File: src/rtl/hazard_ctrl.sv
// -----------------------------------------------------------------------------
// hazard_ctrl
//   Hazard control unit for a 5-stage pipeline. It takes the decoded
//   register usage of the instruction in D (source registers with their use
//   times, destination register with its result-ready time). It keeps a
//   registered shadow of the E, M and W stage records. From these it drives
//   the pipeline stall and the forwarding selects for the D, E and M read
//   points.
//
// Ports
//   HCU_i_Clk        clock
//   HCU_i_Reset      synchronous, active-high reset (clears all records)
//   HCU_i_RsD/RtD    source registers of the instruction in D
//   HCU_i_TuseRsD/RtD  stage at which each source is read
//                    (0=D, 1=E, 2=M, T_NEVER=not read)
//   HCU_i_TnewD      cycles until the result lands in a pipeline register
//   HCU_i_RegWAddrD  destination register of the instruction in D
//   HCU_o_Stall      freeze PC and IF/ID, insert a bubble into ID/EX
//   HCU_o_FwdRsD/RtD D read select: 0 RF, 1 ID/EX, 2 EX/MEM, 3 MEM/WB
//   HCU_o_FwdRsE/RtE E read select: 0 ID/EX reg, 2 EX/MEM, 3 MEM/WB
//   HCU_o_FwdRtM     M read select: 0 EX/MEM reg, 1 MEM/WB
// -----------------------------------------------------------------------------
module hazard_ctrl #(
  parameter int                   T_WIDTH = 4,
  parameter logic [T_WIDTH-1:0]   T_NEVER = {T_WIDTH{1'b1}}
) (
  input  logic               HCU_i_Clk,
  input  logic               HCU_i_Reset,
  input  logic [4:0]         HCU_i_RsD,
  input  logic [4:0]         HCU_i_RtD,
  input  logic [T_WIDTH-1:0] HCU_i_TuseRsD,
  input  logic [T_WIDTH-1:0] HCU_i_TuseRtD,
  input  logic [T_WIDTH-1:0] HCU_i_TnewD,
  input  logic [4:0]         HCU_i_RegWAddrD,
  output logic               HCU_o_Stall,
  output logic [1:0]         HCU_o_FwdRsD,
  output logic [1:0]         HCU_o_FwdRtD,
  output logic [1:0]         HCU_o_FwdRsE,
  output logic [1:0]         HCU_o_FwdRtE,
  output logic               HCU_o_FwdRtM
);

  // E and M records carry consumer registers for their own read points.
  typedef struct packed {
    logic [4:0]         rs;
    logic [4:0]         rt;
    logic [4:0]         waddr;
    logic [T_WIDTH-1:0] tnew;
  } rec_t;

  // W is the last stage. It is only ever a producer, so it keeps no
  // consumer fields.
  typedef struct packed {
    logic [4:0]         waddr;
    logic [T_WIDTH-1:0] tnew;
  } prod_t;

  // Result of the nearest-producer search for one D source register.
  typedef struct packed {
    logic               hit;
    logic [1:0]         sel;   // 1=E, 2=M, 3=W (the matching D select code)
    logic [T_WIDTH-1:0] tnew;
  } near_t;

  rec_t  e_q, e_d;
  rec_t  m_q, m_d;
  prod_t w_q, w_d;

  near_t near_rs, near_rt;
  logic  stall_rs, stall_rt;

  function automatic logic [T_WIDTH-1:0] sat_dec(input logic [T_WIDTH-1:0] t);
    return (t == '0) ? '0 : t - 1'b1;
  endfunction

  // $0 is hard-wired to zero, so a zero destination never matches.
  function automatic logic is_match(input logic [4:0] waddr, input logic [4:0] r);
    return (waddr != 5'd0) && (waddr == r);
  endfunction

  // Youngest producer wins. An older match for the same register holds a
  // stale value, so it is ignored.
  function automatic near_t nearest(input logic [4:0] r, input rec_t e,
                                    input rec_t m, input prod_t w);
    near_t n;
    n = '0;
    if (is_match(e.waddr, r)) begin
      n.hit = 1'b1; n.sel = 2'd1; n.tnew = e.tnew;
    end else if (is_match(m.waddr, r)) begin
      n.hit = 1'b1; n.sel = 2'd2; n.tnew = m.tnew;
    end else if (is_match(w.waddr, r)) begin
      n.hit = 1'b1; n.sel = 2'd3; n.tnew = w.tnew;
    end
    return n;
  endfunction

  // ---------------------------------------------------------------------------
  // Hazard detection and forwarding (combinational)
  // ---------------------------------------------------------------------------
  always_comb begin
    // NOTE: every always_comb output gets a default first, so no path can
    // leave a value unassigned and infer a latch.
    HCU_o_FwdRsD = 2'd0;
    HCU_o_FwdRtD = 2'd0;
    HCU_o_FwdRsE = 2'd0;
    HCU_o_FwdRtE = 2'd0;
    HCU_o_FwdRtM = 1'b0;

    near_rs = nearest(HCU_i_RsD, e_q, m_q, w_q);
    near_rt = nearest(HCU_i_RtD, e_q, m_q, w_q);

    // A source stalls when its value is still further away than the stage
    // that needs it. T_NEVER sources are not read, so they never stall.
    stall_rs = near_rs.hit && (HCU_i_TuseRsD != T_NEVER) && (near_rs.tnew > HCU_i_TuseRsD);
    stall_rt = near_rt.hit && (HCU_i_TuseRtD != T_NEVER) && (near_rt.tnew > HCU_i_TuseRtD);
    HCU_o_Stall = stall_rs | stall_rt;

    // D forwarding only takes a value that already sits in a pipeline
    // register. The W path covers the register file's lack of write-through.
    if (near_rs.hit && near_rs.tnew == '0) HCU_o_FwdRsD = near_rs.sel;
    if (near_rt.hit && near_rt.tnew == '0) HCU_o_FwdRtD = near_rt.sel;

    // E read point: EX/MEM when M has the value ready, else MEM/WB.
    if (is_match(m_q.waddr, e_q.rs) && m_q.tnew == '0) HCU_o_FwdRsE = 2'd2;
    else if (is_match(w_q.waddr, e_q.rs))                HCU_o_FwdRsE = 2'd3;

    if (is_match(m_q.waddr, e_q.rt) && m_q.tnew == '0) HCU_o_FwdRtE = 2'd2;
    else if (is_match(w_q.waddr, e_q.rt))                HCU_o_FwdRtE = 2'd3;

    // M read point (store data): only W can still be ahead of it.
    HCU_o_FwdRtM = is_match(w_q.waddr, m_q.rt);
  end

  // ---------------------------------------------------------------------------
  // Record advance
  // ---------------------------------------------------------------------------
  always_comb begin
    w_d.waddr = m_q.waddr;
    w_d.tnew  = sat_dec(m_q.tnew);

    m_d      = e_q;
    m_d.tnew = sat_dec(e_q.tnew);

    // On a stall, D stays in IF/ID and a bubble enters E. Nothing is lost:
    // D is re-presented next cycle.
    e_d = '0;
    if (!HCU_o_Stall) begin
      e_d.rs    = HCU_i_RsD;
      e_d.rt    = HCU_i_RtD;
      e_d.waddr = HCU_i_RegWAddrD;
      e_d.tnew  = sat_dec(HCU_i_TnewD);
    end
  end

  // NOTE: sequential state uses non-blocking assignments only, so every
  // record updates from the values of the previous cycle. The reset is
  // synchronous and takes priority over a pending stall.
  always_ff @(posedge HCU_i_Clk) begin
    if (HCU_i_Reset) begin
      e_q <= '0;
      m_q <= '0;
      w_q <= '0;
    end else begin
      e_q <= e_d;
      m_q <= m_d;
      w_q <= w_d;
    end
  end

endmodule

File: config.mk
export PLATFORM = sky130hd
export DESIGN_NAME = hazard_ctrl
export DESIGN_NICKNAME = d
export VERILOG_FILES = /design/src/rtl/hazard_ctrl.sv
export SDC_FILE = /design/constraint.sdc
export NUM_CORES = 1
export LEC_CHECK = 0
export BUFFER_PORTS_ARGS = -buffer_cell sky130_fd_sc_hd__buf_4
export CAP_MARGIN = 0
export CORE_ASPECT_RATIO = 0.7
export CORE_MARGIN = 5
export CORE_UTILIZATION = 40
export DETAILED_ROUTE_END_ITERATION = 12
export GPL_TIMING_DRIVEN = 1
export PLACE_DENSITY = 0.67
export SETUP_SLACK_MARGIN = 0.02
export SKIP_CTS_REPAIR_TIMING = 1
export SLEW_MARGIN = 0
export SYNTH_ARGS = -nofsm -noshare
export SYNTH_HDL_FRONTEND = slang
export SYNTH_SLANG_ARGS = --single-unit
File: constraint.sdc
create_clock -name HCU_i_Clk -period 4.6 [get_ports HCU_i_Clk]
set_clock_uncertainty 0.2 [all_clocks]
set_input_delay 0.92 -clock HCU_i_Clk [delete_from_list [all_inputs] [get_ports HCU_i_Clk]]
set_output_delay 0.92 -clock HCU_i_Clk [all_outputs]
set_load 0.03 [all_outputs]
==> results.sh <==
export IMPL_status="completed"
export IMPL_via_per_inst=5.245
export IMPL_tns_ns=0
export IMPL_yosysTopAreaCell="dfxtp_1"
export IMPL_portBuffers=38
export IMPL_rsz0062_at_grt="yes"
export IMPL_cts_root_buf="clkbuf_8"
export IMPL_grt_pass1_wl_mm=10.32
export IMPL_synthToLayoutAreaGrowth_pct=20.87
export IMPL_drt_total_wl_mm=6.438
export IMPL_htreeDepth=2
export IMPL_worst_pin_slew_ns=0.4422
export IMPL_die_x_um=106.7
export IMPL_path_max_fanout=4
export IMPL_synth_compound_area_share_pct=10.51
export IMPL_cts_tree="done"
export IMPL_antenna_found_initial=0
export IMPL_ys_warn_count=0
export IMPL_ys_top_cells_by_area="dfxtp_1, xnor2_1, xor2_1"
export IMPL_min_path_type="flip-flop to flip-flop"
export IMPL_setup_slack_ns=0.06997
export IMPL_dpl_hpwl_mm=5.029
export IMPL_cp_arrival_ns=3.41
export IMPL_ys_seq_area_share_pct=32.09
export IMPL_setup_viol=0
export IMPL_relSlewSlack_pct=70.25
export IMPL_start_util_pct=41.55
export IMPL_dp_slack_ns=0.008726
export IMPL_grt_start_max_net_pins=43
export IMPL_synthSimpleGateAreaFrac_pct=26.41
export IMPL_place_congestion=0.8935
export IMPL_synthesis_area_mm2=0.002620
export IMPL_die_area_mm2=0.008294
export IMPL_hold_viol_final=0
export IMPL_grt_overflow_total=0
export IMPL_total_power_mw=0.8311
export IMPL_period_share_pct=98.48
export IMPL_powerDensity_mw_per_mm2=262.4
export IMPL_clock_latency_ns=0.30
export IMPL_worstSetupStartpointType="input pin"
export IMPL_nets=377
export IMPL_endpoint_kind="primary output"
export IMPL_cts_reportedPaths_clkPinSlew_ns=0.08
export IMPL_syn_avg_cell_area_um2=8.851
export IMPL_die_height_um=77.71
export IMPL_synth_edf_count=0
export IMPL_instances_no_fill=416
export IMPL_synth_flop_cell="dfxtp_1"
export IMPL_dp_cells=405
export IMPL_diodes=0
export IMPL_min_period_ns=4.530
export IMPL_synth_distinct_cells=49
export IMPL_synth_fa_ha_area_share_pct=5.253
export IMPL_mappedNetlistNets=336
export IMPL_synth_mux_area_share_pct=0.8118
export IMPL_dr_pass1_iters=4
export IMPL_synth_async_sr_flop_share_pct=0
export IMPL_synthCells=296
export IMPL_cts_buffers=5
export IMPL_synth_top_area_share_pct=32.09
export IMPL_required_ns=3.48
export IMPL_core_mm2=0.006306
export IMPL_ir_drop_v=0.0001228
export IMPL_clockBufferDepth=2
export IMPL_ant_nets=0
export IMPL_synth_xor_xnor_area_share_pct=18.39
export IMPL_path_class="input pin to primary output"
export IMPL_synth_seq_cells=42
export IMPL_fmax_mhz=220.7
export IMPL_rows=24
export IMPL_io_pins=39
export IMPL_track_usage_pct=15.61
export IMPL_drive_gt1_share_pct=24.85
export IMPL_synth_top_family_by_area="simple AND/OR/NAND/NOR gates"
export IMPL_via_count=2182
export IMPL_drcViolationCount=0
export IMPL_slew_violations=0
export IMPL_p_leak_nw=1.369
export IMPL_wl_per_cell_um=15.48
export IMPL_drv_cap=0
export IMPL_drt_iter0_markers=161
export IMPL_grt_pass1_vias=2079
export IMPL_cts_sinks=42
-- cells in the mapped netlist (6+ instances only) --
cell type,number
a21oi_1,8
clkbuf_1,11
dfxtp_1,42
ha_1,11
inv_1,19
nand2_1,7
nand3_1,7
nand4_1,7
nor2_1,6
nor2b_1,20
nor3_1,14
nor3b_1,18
xnor2_1,28
xor2_1,27
-- state kept, by name (all words and copies together) (netlist names) --
signal,count
m_q,14
e_q,19
w_q,9
-- logic make-up after synthesis --
kind of cell | Yosys count
xor gates and xnor gates | 55
DFF | 42
buffers and inverters | 38
adders and majority gates | 11
and+or+nand+nor | 111
AOI/OAI and AO/OA | 37
muxes | 2
-- stage by stage --
step                      util, %  hold slack (ns)  instance area (um^2)
after global placement      47.58           0.2954                  3000
after global routing        50.22           0.3231                  3167
after detailed placement    47.58           0.3023                  3000
after floorplan                 -           0.2234                  2620
final                       50.22           0.3122                  3167
after CTS                   48.95           0.3065                  3087
-- layer usage --
metal | wire length, um | GRT usage [%] | up-vias | part of all wire [%]
met1 | 3387 | 23.82 | 1007 | 53
met3 | 422 | 3.980 | 6 | 6.6
li1 | - | - | 1102 | -
met4 | 48 | 4.215 | 0 | 0.75
met2 | 2580 | 21.48 | 67 | 40
met5 | 0 | 0 | - | 0
-- final cells by class --
class | count | area [um^2]
Fill cell | 579 | 3139
Multi-Input combinational cell | 216 | 1667
Sequential cell | 42 | 847.1
Timing Repair Buffer | 53 | 397.9
Tap cell | 78 | 97.59
Clock buffer | 6 | 72.57
Inverter | 19 | 71.32
Clock inverter | 2 | 13.76
-- power by group --
part / leakage, nW / switching (mW) / internal (mW)
registers: 0.349 / 0.0265 / 0.385
clock network: 0.0452 / 0.128 / 0.107
logic: 0.975 / 0.0930 / 0.0919
total: 1.37 / 0.247 / 0.584
-- cells in the final DEF, fill, tap and decap left out, types with 4 or more instances in the layout --
cell type | synthesis | layout
clkbuf_8 | 0 | 5
and3_1 | 4 | 4
nor3_1 | 14 | 14
a21oi_1 | 8 | 8
xnor2_1 | 28 | 26
nand4_1 | 7 | 7
nor2_1 | 6 | 6
nor4_1 | 5 | 5
nand3_1 | 7 | 7
o221ai_1 | 4 | 4
xor2_1 | 27 | 27
nor2b_1 | 20 | 20
nand2_1 | 7 | 7
ha_1 | 11 | 11
nor3b_1 | 18 | 17
inv_1 | 19 | 19
dfxtp_1 | 42 | 39
buf_4 | 0 | 53
-- worst max-delay path: stages --
cell      delay, ns
buf_4          0.13
xor2_1         0.14
nor3_1         0.24
buf_4          0.18
nand2b_4       0.05
and3_1         0.18
a211oi_2       0.16
a21oi_1        0.07
ha_1           0.28
nor2b_1        0.13
o21a_1         0.16
o21a_1         0.16
o211ai_1       0.22
o32ai_2        0.17
buf_4          0.20
-- path summary, 6_finish.rpt --
check | slack [ns] | start | depth (start not counted) | end
min reg2reg | 0.31 | e_q[13] | 1 | m_q[13]
max | 0.07 | HCU_i_RtD[2] | 15 | HCU_o_Stall
min | 0.31 | e_q[13] | 1 | m_q[13]
max reg2reg | 0.94 | w_q[5] | 14 | e_q[0]
No activity file was read; power rests on OpenSTA's default activity.
